### src/rtl/mips_ctrl_pkg.sv
// Shared encodings for the multi-cycle MIPS control FSM: state enum, opcodes,
// ALU operation selects and mux select constants.
package mips_ctrl_pkg;

    typedef enum logic [3:0] {
        S_FETCH     = 4'd0,
        S_DECODE    = 4'd1,
        S_MEM_ADDR  = 4'd2,
        S_MEM_READ  = 4'd3,
        S_MEM_WB    = 4'd4,
        S_MEM_WRITE = 4'd5,
        S_R_EXEC    = 4'd6,
        S_R_WB      = 4'd7,
        S_I_EXEC    = 4'd8,
        S_I_WB      = 4'd9,
        S_BRANCH    = 4'd10,
        S_JUMP      = 4'd11,
        S_TRAP      = 4'd12
    } state_t;

    localparam logic [5:0] OP_RTYPE = 6'b000000;
    localparam logic [5:0] OP_LW    = 6'b100011;
    localparam logic [5:0] OP_SW    = 6'b101011;
    localparam logic [5:0] OP_LUI   = 6'b001111;
    localparam logic [5:0] OP_XORI  = 6'b001110;
    localparam logic [5:0] OP_J     = 6'b000010;
    localparam logic [5:0] OP_JAL   = 6'b000011;
    localparam logic [5:0] OP_BEQ   = 6'b000100;
    localparam logic [5:0] OP_BNE   = 6'b000101;

    localparam logic [1:0] ALUOP_ADD   = 2'b00;
    localparam logic [1:0] ALUOP_SUB   = 2'b01;
    localparam logic [1:0] ALUOP_FUNCT = 2'b10;
    localparam logic [1:0] ALUOP_XOR   = 2'b11;

    localparam logic [1:0] PCSRC_ALU    = 2'd0;
    localparam logic [1:0] PCSRC_ALUOUT = 2'd1;
    localparam logic [1:0] PCSRC_JUMP   = 2'd2;

    localparam logic [1:0] ALUSRCB_RT      = 2'd0;
    localparam logic [1:0] ALUSRCB_FOUR    = 2'd1;
    localparam logic [1:0] ALUSRCB_IMM     = 2'd2;
    localparam logic [1:0] ALUSRCB_IMM_SH2 = 2'd3;

    // Dispatch target out of DECODE; S_TRAP marks an unsupported opcode.
    function automatic state_t decode_next(input logic [5:0] op);
        case (op)
            OP_LW, OP_SW:    return S_MEM_ADDR;
            OP_RTYPE:        return S_R_EXEC;
            OP_LUI, OP_XORI: return S_I_EXEC;
            OP_BEQ, OP_BNE:  return S_BRANCH;
            OP_J, OP_JAL:    return S_JUMP;
            default:         return S_TRAP;
        endcase
    endfunction

endpackage

### src/rtl/mem_wait_timer.sv
// Memory wait counter: counts cycles a request waits on ready, flags expiry
// once MEM_TIMEOUT waits have elapsed and ready is still low.
module mem_wait_timer #(
    parameter int TIMEOUT_W   = 4,
    parameter int MEM_TIMEOUT = 15
) (
    input  logic clk,
    input  logic rst_n,
    input  logic wait_cyc,
    input  logic clear,
    output logic expired
);

    logic [TIMEOUT_W-1:0] count;

    always_ff @(posedge clk) begin
        if (!rst_n || clear) begin
            count <= '0;
        end else if (wait_cyc) begin
            count <= count + TIMEOUT_W'(1);
        end
    end

    // A ready arriving on the limit cycle drops wait_cyc, so completion wins.
    assign expired = (MEM_TIMEOUT != 0) && wait_cyc &&
                     (count == TIMEOUT_W'(MEM_TIMEOUT));

endmodule

### src/rtl/multicycle_control_fsm.sv
// Multi-cycle MIPS control FSM with req/ready memory handshake and trap state.
// Optional CTRL_PERF_CNT_EN adds instr_count/wait_count performance counters.
module multicycle_control_fsm
    import mips_ctrl_pkg::*;
#(
    parameter int OPCODE_W    = 6,
    parameter int TIMEOUT_W   = 4,
    parameter int MEM_TIMEOUT = 15
) (
    input  logic                clk,
    input  logic                rst_n,
    input  logic [OPCODE_W-1:0] opcode,
    input  logic                mem_ready,
    output logic                mem_req,
    output logic                mem_we,
    output logic                i_or_d,
    output logic                ir_write,
    output logic                pc_write,
    output logic                pc_write_cond,
    output logic                branch_ne,
    output logic [1:0]          pc_src,
    output logic                alu_src_a,
    output logic [1:0]          alu_src_b,
    output logic [1:0]          alu_op,
    output logic                sign_extend,
    output logic                lui,
    output logic                reg_dst,
    output logic                mem_to_reg,
    output logic                reg_write,
    output logic                jal,
    output logic                instr_done,
    output logic                illegal_op,
    output logic                bus_err,
    output logic [3:0]          state_o
`ifdef CTRL_PERF_CNT_EN
    ,
    output logic [31:0]         instr_count,
    output logic [31:0]         wait_count
`endif
);

    state_t state, state_next;
    logic   set_illegal, set_buserr;
    logic   wait_cyc, timeout;

    // Outputs are forced low while reset is asserted so an aborted
    // instruction issues no writes in the reset cycle.
    assign mem_req  = rst_n && (state == S_FETCH || state == S_MEM_READ ||
                                state == S_MEM_WRITE);
    assign wait_cyc = mem_req && !mem_ready;
    assign state_o  = state;

    mem_wait_timer #(
        .TIMEOUT_W  (TIMEOUT_W),
        .MEM_TIMEOUT(MEM_TIMEOUT)
    ) u_timer (
        .clk     (clk),
        .rst_n   (rst_n),
        .wait_cyc(wait_cyc),
        .clear   (state_next != state),
        .expired (timeout)
    );

    always_ff @(posedge clk) begin
        if (!rst_n) begin
            state      <= S_FETCH;
            illegal_op <= 1'b0;
            bus_err    <= 1'b0;
        end else begin
            state <= state_next;
            if (set_illegal) illegal_op <= 1'b1;
            if (set_buserr)  bus_err    <= 1'b1;
        end
    end

    always_comb begin
        state_next    = state;
        set_illegal   = 1'b0;
        set_buserr    = 1'b0;
        mem_we        = 1'b0;
        i_or_d        = 1'b0;
        ir_write      = 1'b0;
        pc_write      = 1'b0;
        pc_write_cond = 1'b0;
        branch_ne     = 1'b0;
        pc_src        = PCSRC_ALU;
        alu_src_a     = 1'b0;
        alu_src_b     = ALUSRCB_RT;
        alu_op        = ALUOP_ADD;
        sign_extend   = 1'b0;
        lui           = 1'b0;
        reg_dst       = 1'b0;
        mem_to_reg    = 1'b0;
        reg_write     = 1'b0;
        jal           = 1'b0;
        instr_done    = 1'b0;
        if (rst_n) begin
            case (state)
                S_FETCH: begin
                    alu_src_b = ALUSRCB_FOUR;
                    if (mem_ready) begin
                        ir_write   = 1'b1;
                        pc_write   = 1'b1;
                        state_next = S_DECODE;
                    end else if (timeout) begin
                        set_buserr = 1'b1;
                        state_next = S_TRAP;
                    end
                end
                S_DECODE: begin
                    alu_src_b   = ALUSRCB_IMM_SH2;
                    sign_extend = 1'b1;
                    state_next  = decode_next(opcode);
                    set_illegal = (decode_next(opcode) == S_TRAP);
                end
                S_MEM_ADDR: begin
                    alu_src_a   = 1'b1;
                    alu_src_b   = ALUSRCB_IMM;
                    sign_extend = 1'b1;
                    state_next  = (opcode == OP_SW) ? S_MEM_WRITE : S_MEM_READ;
                end
                S_MEM_READ: begin
                    i_or_d = 1'b1;
                    if (mem_ready) begin
                        state_next = S_MEM_WB;
                    end else if (timeout) begin
                        set_buserr = 1'b1;
                        state_next = S_TRAP;
                    end
                end
                S_MEM_WB: begin
                    reg_write  = 1'b1;
                    mem_to_reg = 1'b1;
                    instr_done = 1'b1;
                    state_next = S_FETCH;
                end
                S_MEM_WRITE: begin
                    mem_we = 1'b1;
                    i_or_d = 1'b1;
                    if (mem_ready) begin
                        instr_done = 1'b1;
                        state_next = S_FETCH;
                    end else if (timeout) begin
                        set_buserr = 1'b1;
                        state_next = S_TRAP;
                    end
                end
                S_R_EXEC: begin
                    alu_src_a  = 1'b1;
                    alu_op     = ALUOP_FUNCT;
                    state_next = S_R_WB;
                end
                S_R_WB: begin
                    reg_write  = 1'b1;
                    reg_dst    = 1'b1;
                    instr_done = 1'b1;
                    state_next = S_FETCH;
                end
                S_I_EXEC: begin
                    alu_src_a  = 1'b1;
                    alu_src_b  = ALUSRCB_IMM;
                    alu_op     = (opcode == OP_XORI) ? ALUOP_XOR : ALUOP_ADD;
                    lui        = (opcode == OP_LUI);
                    state_next = S_I_WB;
                end
                S_I_WB: begin
                    reg_write  = 1'b1;
                    lui        = (opcode == OP_LUI);
                    instr_done = 1'b1;
                    state_next = S_FETCH;
                end
                S_BRANCH: begin
                    alu_src_a     = 1'b1;
                    alu_op        = ALUOP_SUB;
                    pc_write_cond = 1'b1;
                    pc_src        = PCSRC_ALUOUT;
                    branch_ne     = (opcode == OP_BNE);
                    instr_done    = 1'b1;
                    state_next    = S_FETCH;
                end
                S_JUMP: begin
                    pc_write   = 1'b1;
                    pc_src     = PCSRC_JUMP;
                    reg_write  = (opcode == OP_JAL);
                    jal        = (opcode == OP_JAL);
                    instr_done = 1'b1;
                    state_next = S_FETCH;
                end
                S_TRAP:  state_next = S_TRAP;
                default: state_next = S_TRAP;
            endcase
        end
    end

`ifdef CTRL_PERF_CNT_EN
    always_ff @(posedge clk) begin
        if (!rst_n) begin
            instr_count <= '0;
            wait_count  <= '0;
        end else begin
            if (instr_done) instr_count <= instr_count + 32'd1;
            if (wait_cyc)   wait_count  <= wait_count + 32'd1;
        end
    end
`endif

endmodule

### config.mk
export PLATFORM = sky130hd
export DESIGN_NAME = multicycle_control_fsm
export DESIGN_NICKNAME = d
export VERILOG_FILES = /design/src/rtl/mips_ctrl_pkg.sv /design/src/rtl/mem_wait_timer.sv /design/src/rtl/multicycle_control_fsm.sv
export SDC_FILE = /design/constraint.sdc
export NUM_CORES = 1
export LEC_CHECK = 0
export CAP_MARGIN = 40
export CORE_MARGIN = 10
export CORE_UTILIZATION = 42
export DETAILED_ROUTE_END_ITERATION = 10
export PLACE_DENSITY = 0.73
export SYNTH_ARGS = -nofsm -noshare
export SYNTH_HDL_FRONTEND = slang
export SYNTH_SLANG_ARGS = --single-unit
### constraint.sdc
create_clock -name clk -period 1.45 [get_ports clk]
set_input_delay 0.2175 -clock clk [delete_from_list [all_inputs] [get_ports clk]]
set_output_delay 0.2175 -clock clk [all_outputs]
set_load 0.05 [all_outputs]
==> results of run 1 <==
==> stage by stage <==
step	setup TNS, ns	util	setup slack, ns	hold slack, ns	cells
floorplan	-3.98	-	-0.484	0.376	153
detailed placement	-11.60	0.938	-0.577	0.510	256
global placement	-9.73	0.938	-0.466	0.475	256
==> kinds of logic after synthesis <==
family,after synthesis,synth area share
flip-flops,10,0.179
adder cells (fa/ha/maj),1,0.0112
AND/OR/NAND/NOR,76,0.386
AO/OA/AOI/OAI,42,0.287
XOR/XNOR,6,0.0538
buffers and inverters,16,0.0650
multiplexers,2,0.0179
==> impl_summary.txt, run 1 <==
----------------------------------------------------
[Yosys]
  Average cell area after synthesis ... approximately 7.3 sq um
  Leading post-synthesis cells by cell area ... dfxtp_1 18%, nor3_1 5.4%, nor2_1 5.4%, nor2b_1 4.5%, and3_1 3.4%
  Top post-synthesis cells by count ... 16 x nor2_1, 12 x nor3_1, 10 x dfxtp_1
  Synth area leader ... dfxtp_1
  Cell with the most instances after synthesis ... nor2_1
  EDFF count, synth ... 0
  Post-synthesis cell area ... between 0.001 and 0.0015 sq mm
  Proportion of synthesized chip area in sequential cells ... 0.179
  Total of warnings raised by yosys ... 0
  Portion of synthesized cell area occupied by the leading cell type ... 0.179
  Share of flip-flops with an asynchronous set or reset after synthesis ... 0
  Synthesized flop and latch total ... 10
  Commonest register cell after synthesis ... dfxtp_1
  Yosys cell types ... 59
  Number of instances in the synthesized netlist ... 153
  Number of nets produced by synthesis ... roughly 160

[Place]
  Number of buffer cells added on primary ports ... 35
  Placed wire-length estimate ... 4370 um
  Post-Place Cell Area ... roughly 0.0023 sq mm
  Final weighted congestion in routability-driven placement ... 0.924

[Status]
  Terminating stage of the flow ... 4_1_cts
  First Error ... [ERROR DPL-0038] Utilization greater than 100%, impossible to legalize
  Run status ... aborted with a tool error

[Clocking]
  Hold buffer count at CTS ... 0
  Clock Sinks ... 10
  Post-CTS Setup Bufs ... 14
  Clk Tree Root Cell ... clkbuf_4
  H-tree levels ... 1
  Number of buffers on the longest clock path ... 2
  Number of buffers created by CTS ... 3
  Post-cts resize count ... 74

[Floorplanning]
  Row count ... 18
  Initial core utilization ... 0.446
  I/O pin count ... 36
  Chip width ... a little over 70 um
  Die height ... just over 70 um

----------------------------------------------------
==> run 2, diff against run 1 <==
Settings changed: CORE_AREA from default to 10 10 71 73, CORE_MARGIN 10 to default, CORE_UTILIZATION 42 to default, DIE_AREA from default to 0 0 81 83, PLACE_DENSITY 0.73 to default, PLACE_DENSITY_LB_ADDON from default to 0.15.
Clock period 1.45 ns to 1.9 ns, I/O delays scaled along.
==> impl_summary.txt, run 2 <==
----------------------------------------------------
[Status]
  Run status ... complete, no violations

[Floorplanning]
  Floorplan Core Area ... roughly 0.0036 sq mm
  Die area ... around 0.0067 sq mm
  Initial core utilization ... 0.307 (-0.139)
  Row count ... 22 (+4)
  I/O pin count ... 36 (unchanged)
  Die height ... 83 um (+16%)
  Chip width ... 81 um (+13%)

[Hold path]
  HP Start ... illegal_op$_SDFFE_PN0P_
  WHS Path Cells ... 2
  Endpoint of the worst hold-timing path ... illegal_op$_SDFFE_PN0P_
  Hold crit path type ... flop to flop

[Finish]
  Leading cell type in the layout, fill and taps excluded ... buf_4
  Share of post-route cells with drive strength above 1 ... 0.472
  Leading cell types in the layout, fill and taps excluded ... 36 x buf_4, 21 x buf_12, 13 x nor2_1
  Final core utilization ... 0.595
  NumNets Final ... around 220
  Number of inserted diodes ... 0
  Post-synthesis to final-layout area growth ... 93.6%

[Global routing]
  Maximum number of pins on one net before global-route repair ... 18
  Overall track demand over capacity in global routing ... 0.128
  Global-route wire length before repair ... ~7000 um
  Number of global-route vias before repair ... roughly 1.4k
  Overflow after GRT ... 0
  Initial antenna violation count ... 0

[STA]
  Measured slew at the worst slew-check pin ... roughly 0.5 ns
  Post-route fraction of the period consumed by the critical path ... 0.976
  Final setup violation count ... 0
  Max Fclk ... 539 MHz
  Relative slew margins ... 0.667
  RSZ-0062 raised after global routing ... false
  Number of hold-slack violations in the final timing report ... 0
  Final worst path period need ... ~1.9 ns
  Pins Over Slew Limit ... 0
  Largest clock skew in the final design ... approximately 0.0073 ns

[Power]
  Post-layout total power ... 1.66 mW
  Clock power frac ... 0.140
  Switching power ... about 0.8 mW
  Power Dens Cells ... approximately 770 mW/mm^2
  Part of the power in combinational logic ... 0.664
  Sequential share of power ... 0.197
  Maximum vdd drop ... between 300 and 400 uV
  Internal Dissipation ... roughly 0.87 mW
  Leakage power figure ... roughly 0.85 nW
  Net Sw Frac ... 0.475

[Worst setup path]
  CP startpoint kind ... input pin
  Startpoint of the most critical register-to-register path ... u_timer.count[0]$_SDFFE_PP0P_
  Register-to-Register Setup Slack ... between 0.1 and 0.15 ns
  Arrival time of data at the critical path endpoint ... between 1.5 and 2 ns
  Worst reg2reg path endpoint ... u_timer.count[0]$_SDFFE_PP0P_
  Kind of capture point of the worst setup path ... output pin
  Worst EP required ... about 1.6 ns
  WS Path Type ... input pin to output pin
  Reg2reg path depth ... 6
  Worst-path maximum fanout ... 3
  Worst setup startpoint ... opcode[2]

[Place]
  Number of buffer cells added on primary ports ... 35 (unchanged)
  Final weighted congestion in routability-driven placement ... 0.776 (-16%)
  Placed wire-length estimate ... 3180 um (-27%)

[Routing]
  Detailed-routing iteration count for the pre-antenna-repair pass ... 4
  DR top layer ... met4
  Via count of the routed design ... 1392
  Detailed-route vias per instance ... roughly 5.4
  Detail-routed net length per standard cell ... ~16 um
  Routed length on met2 ... around 2100 um
  WL met3 ... roughly 320 um
  Drt drc ... 0
  Routed wire length ... around 4200 um
  Post-Route M1 WL ... 1790 um
  Antenna Nets Post-Route ... 0
  Initial DRC Count ... 100

[Clocking]
  Clock Sinks ... 10 (unchanged)
  H-tree levels ... 1 (unchanged)
  Clock slew at the register clock pins of the worst setup and hold paths ... 0.05 ns
  TritonCTS clock tree ... done
  Number of buffers on the longest clock path ... 2 (unchanged)
  Hold buffer count at CTS ... 0 (unchanged)
  Clk Tree Root Cell ... clkbuf_8
  Latest clock arrival within the worst-skew pair ... 0.24 ns
  Number of buffers created by CTS ... 3 (unchanged)

[Yosys]
  Average cell area after synthesis ... 7.29 sq um (unchanged)
  Commonest register cell after synthesis ... dfxtp_1
  Synth area leader ... dfxtp_1
  Number of nets produced by synthesis ... 163 (unchanged)
  Leading post-synthesis cells by cell area ... dfxtp_1 18%, nor3_1 5.4%, nor2_1 5.4%, nor2b_1 4.5%, and3_1 3.4%
  Total of warnings raised by yosys ... 0 (unchanged)
  Proportion of synthesized chip area in sequential cells ... 0.179 (unchanged)
  Share of flip-flops with an asynchronous set or reset after synthesis ... 0 (unchanged)
  Synthesized flop and latch total ... 10 (unchanged)
  EDFF count, synth ... 0 (unchanged)
  Yosys cell types ... 59 (unchanged)
  Post-synthesis cell area ... 0.00112 sq mm (unchanged)
  Number of instances in the synthesized netlist ... 153 (unchanged)
  Portion of synthesized cell area occupied by the leading cell type ... 0.179 (unchanged)
  Cell with the most instances after synthesis ... nor2_1
  Top post-synthesis cells by count ... 16 x nor2_1, 12 x nor3_1, 10 x dfxtp_1

[Job]
  Max-cap viol count ... 0

----------------------------------------------------
## run 2: metrics by stage
step	cells	area (sq um)	setup slack [ns]	hold WS (ns)	setup TNS [ns]
after floorplan	153	1280	-0.175	0.443	-0.193
after global placement	252	2010	-0.177	0.479	-1.38
after detailed placement	252	2010	-0.208	0.477	-1.94
after CTS	258	2120	-0.0330	0.484	-0.0330
after global routing	260	2160	0.00649	0.505	0
final	260	2160	0.0456	0.480	0
## run 2: worst max-delay path by stage
stage	to	slack, ns	cells after the start
after floorplan	branch_ne	-0.17	5
after global placement	state_o[2]$_SDFF_PN0_	-0.18	6
after detailed placement	state_o[2]$_SDFF_PN0_	-0.21	6
after CTS	alu_op[1]	-0.03	4
after global routing	branch_ne	0.006	6
final	alu_op[1]	0.05	5
## run 2: per-layer routing
metal | GRT usage | vias to the layer above
met2 | 0.195 | 42
met1 | 0.160 | 660
li1 | - | 686
met4 | 0.0485 | 0
met3 | 0.0420 | 4
met5 | 0 | -
## run 2: layout make-up
class                           count  area, sq um
Clock buffer                        3         41.3
Clock inverter                      1         3.75
Fill cell                         360         1470
Inverter                            3         16.3
Multi-Input combinational cell    127         1020
Sequential cell                    10          215
Tap cell                           48         60.1
Timing Repair Buffer               68          802
## run 2: critical path, cell delays in order
cell and delay [ns]:
clkdlybuf4s50_1 0.52, nand3_2 0.10, o41ai_1 0.24, and3_1 0.28
buf_12 0.16
## run 2: power groups by stage
stage | combinational [mW] | sequential, mW | clock (mW)
2_1_floorplan | 0.642 | 0.344 | 0
3_3_place_gp | 1.04 | 0.320 | 0
3_5_place_dp | 1.05 | 0.322 | 0
4_1_cts | 1.07 | 0.322 | 0.240
5_1_grt | 1.17 | 0.331 | 0.249
6_report | 1.10 | 0.326 | 0.232
## run 2: logic make-up after synthesis
group                      Yosys count  share of synthesized area
and+or+nand+nor                     76                      0.386
AOI/OAI and AO/OA                   42                      0.287
buffers and inverters               16                     0.0650
DFF                                 10                      0.179
xor gates and xnor gates             6                     0.0538
muxes                                2                     0.0179
adders and majority gates            1                     0.0112
## run 2: repair_timing
item | CTS | global route
setup buffers | 2 | 2
resized for setup | 16 | 7
endpoints found under the setup margin | 14 | 10
endpoints found under the hold margin | 0 | 0
pin swaps | 1 | 2
Note: power is estimated with default switching activity, not from simulation.
==> run 3, diff against run 2 <==
Settings changed: ABC_AREA from default to 0.
==> results of run 3 <==
Final layout, timing and power as in run 2 (identical DEF).
